File: config.mk
export PLATFORM = sky130hd
export DESIGN_NAME = stamp_capture_arbiter
export DESIGN_NICKNAME = d
export VERILOG_FILES = /design/src/rtl/stamp_cap_pkg.sv /design/src/rtl/stamp_capture_arbiter_rr_arbiter.sv /design/src/rtl/stamp_capture_arbiter.sv
export SDC_FILE = /design/constraint.sdc
export NUM_CORES = 1
export LEC_CHECK = 0
export ABC_AREA = 1
export CAP_MARGIN = 20
export CORE_UTILIZATION = 34
export CTS_CLUSTER_DIAMETER = 120
export DETAILED_ROUTE_END_ITERATION = 16
export GPL_TIMING_DRIVEN = 0
export PLACE_DENSITY = 0.57
export SLEW_MARGIN = 30
export SYNTH_ARGS = -nofsm -noshare
export SYNTH_HDL_FRONTEND = slang
export SYNTH_SLANG_ARGS = --single-unit
export TNS_END_PERCENT = 100
File: constraint.sdc
create_clock -name axi_aclk -period 2.6 [get_ports axi_aclk]
set_clock_uncertainty 0.1 [all_clocks]
set_input_delay 0.39 -clock axi_aclk [delete_from_list [all_inputs] [get_ports axi_aclk]]
set_output_delay 0.39 -clock axi_aclk [all_outputs]
set_load 0.05 [all_outputs]
File: src/rtl/stamp_cap_pkg.sv
// Shared defaults and types for the timestamp capture arbiter.
package stamp_cap_pkg;

  localparam int DEF_NUM_PORTS   = 4;
  localparam int DEF_TS_W        = 64;
  localparam int DEF_PORT_ID_W   = 2;
  localparam int DEF_DROP_CNT_W  = 16;

  localparam logic [DEF_DROP_CNT_W-1:0] DEF_DROP_SAT = '1;

  typedef struct packed {
    logic [DEF_PORT_ID_W-1:0] port;
    logic [DEF_TS_W-1:0]      stamp;
  } cap_word_t;

endpackage

File: src/rtl/stamp_capture_arbiter_rr_arbiter.sv
// Combinational round-robin search: first requester at or after ptr_i, cyclically.
module rr_arbiter #(
  parameter int NUM_PORTS = 4,
  parameter int PTR_W     = $clog2(NUM_PORTS)
) (
  input  logic [NUM_PORTS-1:0] req_i,
  input  logic [PTR_W-1:0]     ptr_i,
  input  logic                 advance_i,
  output logic [NUM_PORTS-1:0] gnt_o,
  output logic [PTR_W-1:0]     gnt_idx_o,
  output logic                 any_gnt_o
);

  always_comb begin : search
    int idx;
    logic [PTR_W-1:0] idx_w;
    gnt_o     = '0;
    gnt_idx_o = '0;
    any_gnt_o = 1'b0;
    idx       = 0;
    idx_w     = '0;
    if (advance_i) begin
      for (int k = 0; k < NUM_PORTS; k++) begin
        idx   = (int'(ptr_i) + k) % NUM_PORTS;
        idx_w = PTR_W'(idx);
        if (!any_gnt_o && req_i[idx_w]) begin
          gnt_o[idx_w] = 1'b1;
          gnt_idx_o    = idx_w;
          any_gnt_o    = 1'b1;
        end
      end
    end
  end

endmodule

File: src/rtl/stamp_capture_arbiter.sv
// Latches the shared timestamp per requesting port and serialises the stamps
// round-robin onto one valid/ready capture stream with saturating drop counters.
module stamp_capture_arbiter
  import stamp_cap_pkg::*;
#(
  parameter int NUM_PORTS       = DEF_NUM_PORTS,
  parameter int TIMESTAMP_WIDTH = DEF_TS_W,
  parameter int PORT_ID_WIDTH   = DEF_PORT_ID_W,
  parameter int DROP_CNT_WIDTH  = DEF_DROP_CNT_W
) (
  input  logic                                axi_aclk,
  input  logic                                axi_reset,
  input  logic [TIMESTAMP_WIDTH-1:0]          stamp_counter,
  input  logic                                enable,
  input  logic [NUM_PORTS-1:0]                req,
  output logic                                cap_valid,
  input  logic                                cap_ready,
  output logic [TIMESTAMP_WIDTH-1:0]          cap_stamp,
  output logic [PORT_ID_WIDTH-1:0]            cap_port,
  input  logic                                clear_drops,
  output logic [NUM_PORTS*DROP_CNT_WIDTH-1:0] drop_cnt
);

  localparam int PTR_W = $clog2(NUM_PORTS);
  localparam logic [DROP_CNT_WIDTH-1:0] DROP_SAT = '1;

  logic [NUM_PORTS-1:0]       pending_q, pending_d;
  logic [TIMESTAMP_WIDTH-1:0] hold_q [NUM_PORTS];
  logic [TIMESTAMP_WIDTH-1:0] hold_d [NUM_PORTS];
  logic [DROP_CNT_WIDTH-1:0]  drop_q [NUM_PORTS];
  logic [DROP_CNT_WIDTH-1:0]  drop_d [NUM_PORTS];
  logic [PTR_W-1:0]           rr_ptr_q, rr_ptr_d;
  logic                       cap_valid_q, cap_valid_d;
  logic [TIMESTAMP_WIDTH-1:0] cap_stamp_q, cap_stamp_d;
  logic [PORT_ID_WIDTH-1:0]   cap_port_q, cap_port_d;

  logic                 advance;
  logic [NUM_PORTS-1:0] gnt;
  logic [PTR_W-1:0]     gnt_idx;
  logic                 any_gnt;

  assign advance = !cap_valid_q || cap_ready;

  rr_arbiter #(
    .NUM_PORTS (NUM_PORTS),
    .PTR_W     (PTR_W)
  ) u_rr_arbiter (
    .req_i     (pending_q),
    .ptr_i     (rr_ptr_q),
    .advance_i (advance),
    .gnt_o     (gnt),
    .gnt_idx_o (gnt_idx),
    .any_gnt_o (any_gnt)
  );

  // A slot granted this cycle is free to reload, so a port pulsing every cycle never drops.
  always_comb begin : slot_next
    logic live, accept;
    live   = 1'b0;
    accept = 1'b0;
    for (int i = 0; i < NUM_PORTS; i++) begin
      live         = req[i] && enable;
      accept       = live && (!pending_q[i] || gnt[i]);
      pending_d[i] = accept ? 1'b1 : (gnt[i] ? 1'b0 : pending_q[i]);
      hold_d[i]    = accept ? stamp_counter : hold_q[i];
      if (clear_drops)
        drop_d[i] = '0;
      else if (live && !accept && drop_q[i] != DROP_SAT)
        drop_d[i] = drop_q[i] + DROP_CNT_WIDTH'(1);
      else
        drop_d[i] = drop_q[i];
    end
  end

  always_comb begin : out_next
    cap_valid_d = cap_valid_q;
    cap_stamp_d = cap_stamp_q;
    cap_port_d  = cap_port_q;
    rr_ptr_d    = rr_ptr_q;
    if (advance) begin
      if (any_gnt) begin
        cap_valid_d = 1'b1;
        cap_stamp_d = hold_q[gnt_idx];
        cap_port_d  = PORT_ID_WIDTH'(gnt_idx);
        rr_ptr_d    = (gnt_idx == PTR_W'(NUM_PORTS - 1)) ? '0 : gnt_idx + PTR_W'(1);
      end else begin
        cap_valid_d = 1'b0;
      end
    end
  end

  always_ff @(posedge axi_aclk) begin
    if (axi_reset) begin
      pending_q   <= '0;
      hold_q      <= '{default: '0};
      drop_q      <= '{default: '0};
      rr_ptr_q    <= '0;
      cap_valid_q <= 1'b0;
      cap_stamp_q <= '0;
      cap_port_q  <= '0;
    end else begin
      pending_q   <= pending_d;
      hold_q      <= hold_d;
      drop_q      <= drop_d;
      rr_ptr_q    <= rr_ptr_d;
      cap_valid_q <= cap_valid_d;
      cap_stamp_q <= cap_stamp_d;
      cap_port_q  <= cap_port_d;
    end
  end

  assign cap_valid = cap_valid_q;
  assign cap_stamp = cap_stamp_q;
  assign cap_port  = cap_port_q;

  always_comb begin : drop_pack
    drop_cnt = '0;
    for (int i = 0; i < NUM_PORTS; i++)
      drop_cnt[i*DROP_CNT_WIDTH +: DROP_CNT_WIDTH] = drop_q[i];
  end

endmodule

==> results of run 1 <==
==> area by class of cell <==
class | instances | share of cell area, %
timing repair buffer | 232 | 9.67
buffer | 200 | 6.02
inverter | 261 | 3.97
sequential | 393 | 31.6
tap | 748 | 3.75
clock inverter | 15 | 0.527
clock buffer | 70 | 5.54
multi-input combinational | 1906 | 38.9
==> Yosys cell counts (2+ instances only) <==
library cell,count
nand2_1,627
nand3_1,423
dfxtp_1,393
a21oi_1,327
inv_1,253
nor2_1,234
clkbuf_1,90
buf_2,74
nand4_1,72
o21ai_0,58
xor2_1,40
o21bai_1,34
buf_6,21
nor3_1,18
buf_4,14
xnor2_1,14
ha_1,12
o21ai_1,8
inv_2,7
nand2_2,7
nor4_1,7
nand3_2,6
a21boi_0,3
nand2_4,3
a22oi_1,2
a41oi_1,2
nor2_2,2
nor2_4,2
==> worst max-delay path: stages, from the launching register on <==
cell	delay, ps
dfxtp_4	370
clkinvlp_4	110
ha_4	310
inv_4	40
buf_4	120
nand2_1	80
nand2_2	90
inv_2	90
nand2_2	80
nand2_4	110
nor2_4	60
buf_6	130
clkbuf_16	160
clkbuf_16	170
o21ai_1	120
nor2_1	60
nor2_2	180
nor2_1	60
==> how the worst max path moves through the flow <==
stage / start / to / slack [ps] / depth (start not counted)
final: rr_ptr_q[1] / cap_stamp[56] / 60 / 17
after detailed placement: rr_ptr_q[0] / cap_stamp[8] / -840 / 15
after CTS: rr_ptr_q[1] / cap_stamp[54] / -10 / 17
after global routing: rr_ptr_q[1] / cap_stamp[9] / -80 / 16
after floorplan: drop_cnt[33] / drop_cnt[44] / 70 / 10
after global placement: rr_ptr_q[0] / cap_stamp[5] / -980 / 15
==> power by group <==
| group | internal, mW | switching, mW | leakage [nW] | total, mW |
|---|---|---|---|---|
| combinational | 7.02 | 12.6 | 5.47 | 19.6 |
| sequential | 6.72 | 0.359 | 3.21 | 7.07 |
| clock | 3.86 | 2.70 | 0.754 | 6.56 |
==> cell families after synthesis <==
kind of cell	share of synthesized area, %
simple gates	32.4
buf+inv	10.7
compound gates	12.1
flops	41.5
xor+xnor	2.50
fa+ha+maj	0.792
==> metrics by stage <==
step / hold WS [ps] / setup slack [ps] / area [um^2]
after global placement: 345 / -983 / 21900
after floorplan: 337 / 68.8 / 18900
after CTS: 358 / -11.3 / 23900
after global routing: 373 / -78.3 / 24900
after detailed placement: 349 / -843 / 21900
final: 358 / 57.0 / 24900
==> sequential cells by signal, summed over array words and instances, names as in the netlist <==
register   flops
drop_cnt      64
pending_q      4
hold_q       256
cap_stamp     64
cap_valid      1
rr_ptr_q       2
cap_port       2
==> what timing repair did <==
action,4_1_cts,5_1_grt
setup endpoints to repair,392,355
pin swaps,8,59
hold buffers,0,0
gates resized for setup,107,244
setup buffers,11,11
gates cloned,2,6
==> metal layers <==
layer / wire length, um / up-vias / GRT usage, %
li1: - / 9552 / -
met1: 30900 / 9382 / 33.2
met2: 33600 / 878 / 40.6
met3: 6680 / 133 / 5.16
met4: 2360 / 8 / 9.58
met5: 51 / - / 0
==> flow_summary.ini, run 1 <==
[run_status]
run_status = completed

[cts]
clk_latency_ps = 590
cts.sinks = 393
numCtsBuffers = 46
htree_num_levels = 2
cts_tree = yes
cts_root_buf = clkbuf_16
ctsLongestPathBuffers = 3
path_clk_slew_ps = 60

[cells_and_area]
area_growth_pct = 31.6
regArea_um2 = 7880
final_cell_mix = nand2_1 (576), dfxtp_1 (389), nand3_1 (373)
final_common_cell = nand2_1
layout-drive-gt1-share_pct = 12.9
antenna_cells = 0
nFillCells = 5628
finalNetCount = 3125
multiInputGateArea_um2 = 9710
final_cell_count_no_fill = 3825
post-route-util_pct = 45.3

[worst_setup_path]
cp_data_required_time_ps = 2980
critPathKind = flip-flop to flip-flop
crit_fanout = 5
cp-end-kind = flip-flop
r2r_setup_slack_ps = 60
cp.arrival_ps = 2930
regToRegEndpoint = cap_stamp[56]
reg2reg_from = rr_ptr_q[1]
r2r_cells = 17
worst_setup_path_start_kind = flip-flop

[global_route]
grt_pass1_vias = 18800
grt_max_degree = 13
gr-total-overflow = 0
grt_pass1_wl_mm = 111
track_usage_pct = 25.2
antenna_found_initial = 4

[floorplanning]
io_pins = 204
fp-row-count = 86
fp.dieH_um = 238
die_area_um2 = 56700
fp.dieW_um = 238
coreArea_um2 = 55100
start_util_pct = 34.4

[drt]
drc = 0
drt-vias-per-instance = 5.22
routedWlPerCell_um = 19.2
drt.antenna.violating_nets = 0
drt_iter0_drc = 1606
drt_wl_total_mm = 73.6
vias = 20000
drt_pass1_iterations = 7

[place]
post-dp-hpwl_mm = 51.0
portBuffers = 202
routabilityCongestion = 0.906
dp_cells = 3710

[power]
p_leak_nw = 9.44
pwr_density_cell_nw_per_um2 = 1330
peakVddDrop_mv = 1.13
p_total_mw = 33.2

[synth]
ys_top_cells_by_area = dfxtp_1 (42%), nand2_1 (12%), nand3_1 (11%)
synth_top_area_cell = dfxtp_1
synth_flop_cell = dfxtp_1
async_flop_share_pct = 0
syn-num-nets = 2845
syn_area_um2 = 18900
avgSynthCellArea_um2 = 6.87
syn-instance-count = 2760
synth_seq_area_share_pct = 41.5
synth_edf_count = 0
synth_cell_type_count = 35
yosysWarnings = 0
synth_top_area_share_pct = 41.5
synth-seq-cells = 393

[sta]
min_period_ps = 2540
min_period_over_period_pct = 97.8
relSlewSlack_pct = 38.0
tightest_slew_ps = 930
rsz0062_at_grt = true
fmax_mhz = 393
fin_tns_setup_ps = 0
finalSetupViolations = 0
slew_violations = 0
finalHoldViolCount = 0

[worst_hold_path]
min_to = hold_q[238]
whs_path_depth = 2
hold_start = hold_q[238]
hold_class = flip-flop to flip-flop

[flow_run]
maxCapViolCount = 0
Power figures use the tool's default switching activity.
==> inputs of run 2 (changes only) <==
Settings changed: GPL_ROUTABILITY_DRIVEN set to 1, SETUP_SLACK_MARGIN set to 0.05.
==> flow_summary.ini, run 2 (same netlist as run 1, synthesis figures left out) <==
[run_status]
run_status = completed

[drt]
routedWlPerCell_um = 19.7
drt_pass1_iterations = 5
drc = 0
drt.antenna.violating_nets = 0
drt_wl_total_mm = 75.8
vias = 20300
drt_iter0_drc = 1676
drt-vias-per-instance = 5.27

[power]
internal_power_mw = 18.3
switching_share_pct = 47.1
p_total_mw = 34.7
p_sw_mw = 16.3
p_leak_nw = 9.76
peakVddDrop_mv = 1.13
pwr_density_cell_nw_per_um2 = 1340
pwr-share-clk_pct = 18.9
p_comb_share_pct = 60.6
pwr-share-seq_pct = 20.4

[cts]
ctsLongestPathBuffers = 3
cts_tree = yes
numCtsBuffers = 46
htree_num_levels = 2
path_clk_slew_ps = 60
clk_latency_ps = 590
cts_root_buf = clkbuf_16
hold_buffers = 0
cts.sinks = 393

[sta]
fmax_mhz = 393
rsz0062_at_grt = true
finalSetupViolations = 0
tightest_slew_ps = 956
relSlewSlack_pct = 36.3
slew_violations = 0
min_period_ps = 2550
min_period_over_period_pct = 97.9
finalHoldViolCount = 0
fin_tns_setup_ps = 0
whs_ps = 358

[global_route]
gr-total-overflow = 0
grt_pass1_wl_mm = 111
grt_max_degree = 13
track_usage_pct = 25.3
grt_pass1_vias = 18800
antenna_found_initial = 4

[cells_and_area]
top_register = hold_q
finalNetCount = 3139
final_common_cell = nand2_1
final_cell_count_no_fill = 3841
layout-drive-gt1-share_pct = 16.4
post-route-util_pct = 46.9
area_growth_pct = 36.3
largest_reg_flops = 256
final_cell_mix = nand2_1 (541), dfxtp_1 (388), nand3_1 (336)

[place]
dp_cells = 3710
routabilityCongestion = 0.906
portBuffers = 202
post-dp-hpwl_mm = 51.0

[floorplanning]
start_util_pct = 34.4
fp-row-count = 86
io_pins = 204
fp.dieH_um = 238
die_area_um2 = 56700
fp.dieW_um = 238
coreArea_um2 = 55100

[worst_setup_path]
cp.arrival_ps = 2920
cp-end-kind = flip-flop
worst_setup_path_start_kind = flip-flop
startpoint = rr_ptr_q[1]
crit_fanout = 10
r2r_cells = 17
cp_data_required_time_ps = 2970
reg2reg_from = rr_ptr_q[1]
critPathKind = flip-flop to flip-flop

[worst_hold_path]
hold_class = flip-flop to flip-flop
hold_start = hold_q[66]
whs_path_depth = 2

[flow_run]
maxCapViolCount = 0
-- run 2: changes by cell type in the layout (fill, tap and decap cells not counted), sizes merged --
cell    change
diode       +2
clkbuf     +12
buf         +2
-- run 2: metal layers --
metal	track usage, %	wire, um	up-vias
met3	5.16	6390	169
met2	40.6	34300	891
met4	9.83	3070	6
met1	33.2	32000	9605
li1	-	-	9586
met5	0	37	-
-- run 2: area by class of cell --
type | count | area [um^2]
clock buffers | 70 | 1380
diodes | 2 | 5.00
inverters | 261 | 991
plain buffers | 200 | 1670
clock inverters | 15 | 131
multi-input cells | 1906 | 10200
repair buffers | 246 | 2690
well taps | 748 | 936
flip-flops and latches | 393 | 7880
fillers | 5529 | 29300
-- run 2: power by group through the flow --
stage,clock [mW],sequential [mW],combinational (mW)
6_report,6.56,7.08,21.0
3_3_place_gp,0,7.19,15.0
5_1_grt,6.89,7.15,22.2
3_5_place_dp,0,7.21,15.1
2_1_floorplan,0,8.33,8.45
4_1_cts,6.64,7.07,17.1
-- run 2: worst max-delay path: stages, from the launching register on --
cell and delay, ps:
dfxtp_4 380, clkinvlp_4 120, ha_4 310, inv_4 50, nand3_4 60, nand2_4 70, nor2_4 200, inv_2 70
nand3_4 70, nand2_4 70, nor2_4 130, buf_4 170, buf_8 160, nand2_1 90, nand3_1 90, nand2_1 70
nor2_2 170, nor2_1 60
-- run 2: path summary, 6_finish.rpt --
check	end	slack [ps]
max reg2reg	cap_stamp[15]	50
max	cap_stamp[15]	50
min	hold_q[66]	360
min reg2reg	hold_q[66]	360
-- run 2: timing repair --
action                     CTS  global route
gates cloned                 3            15
resized for setup          137           373
setup endpoints to repair  392           353
pin swaps                   15           133
setup buffers               17            10
-- run 2: per-stage QoR --
| step | setup WS (ps) | instance area (um^2) |
|---|---|---|
| 3_5_place_dp | -843 | 21900 |
| 4_1_cts | 34.7 | 24100 |
| 5_1_grt | -36.7 | 25800 |
| 2_1_floorplan | 68.8 | 18900 |
| 3_3_place_gp | -983 | 21900 |
| 6_report | 54.5 | 25800 |
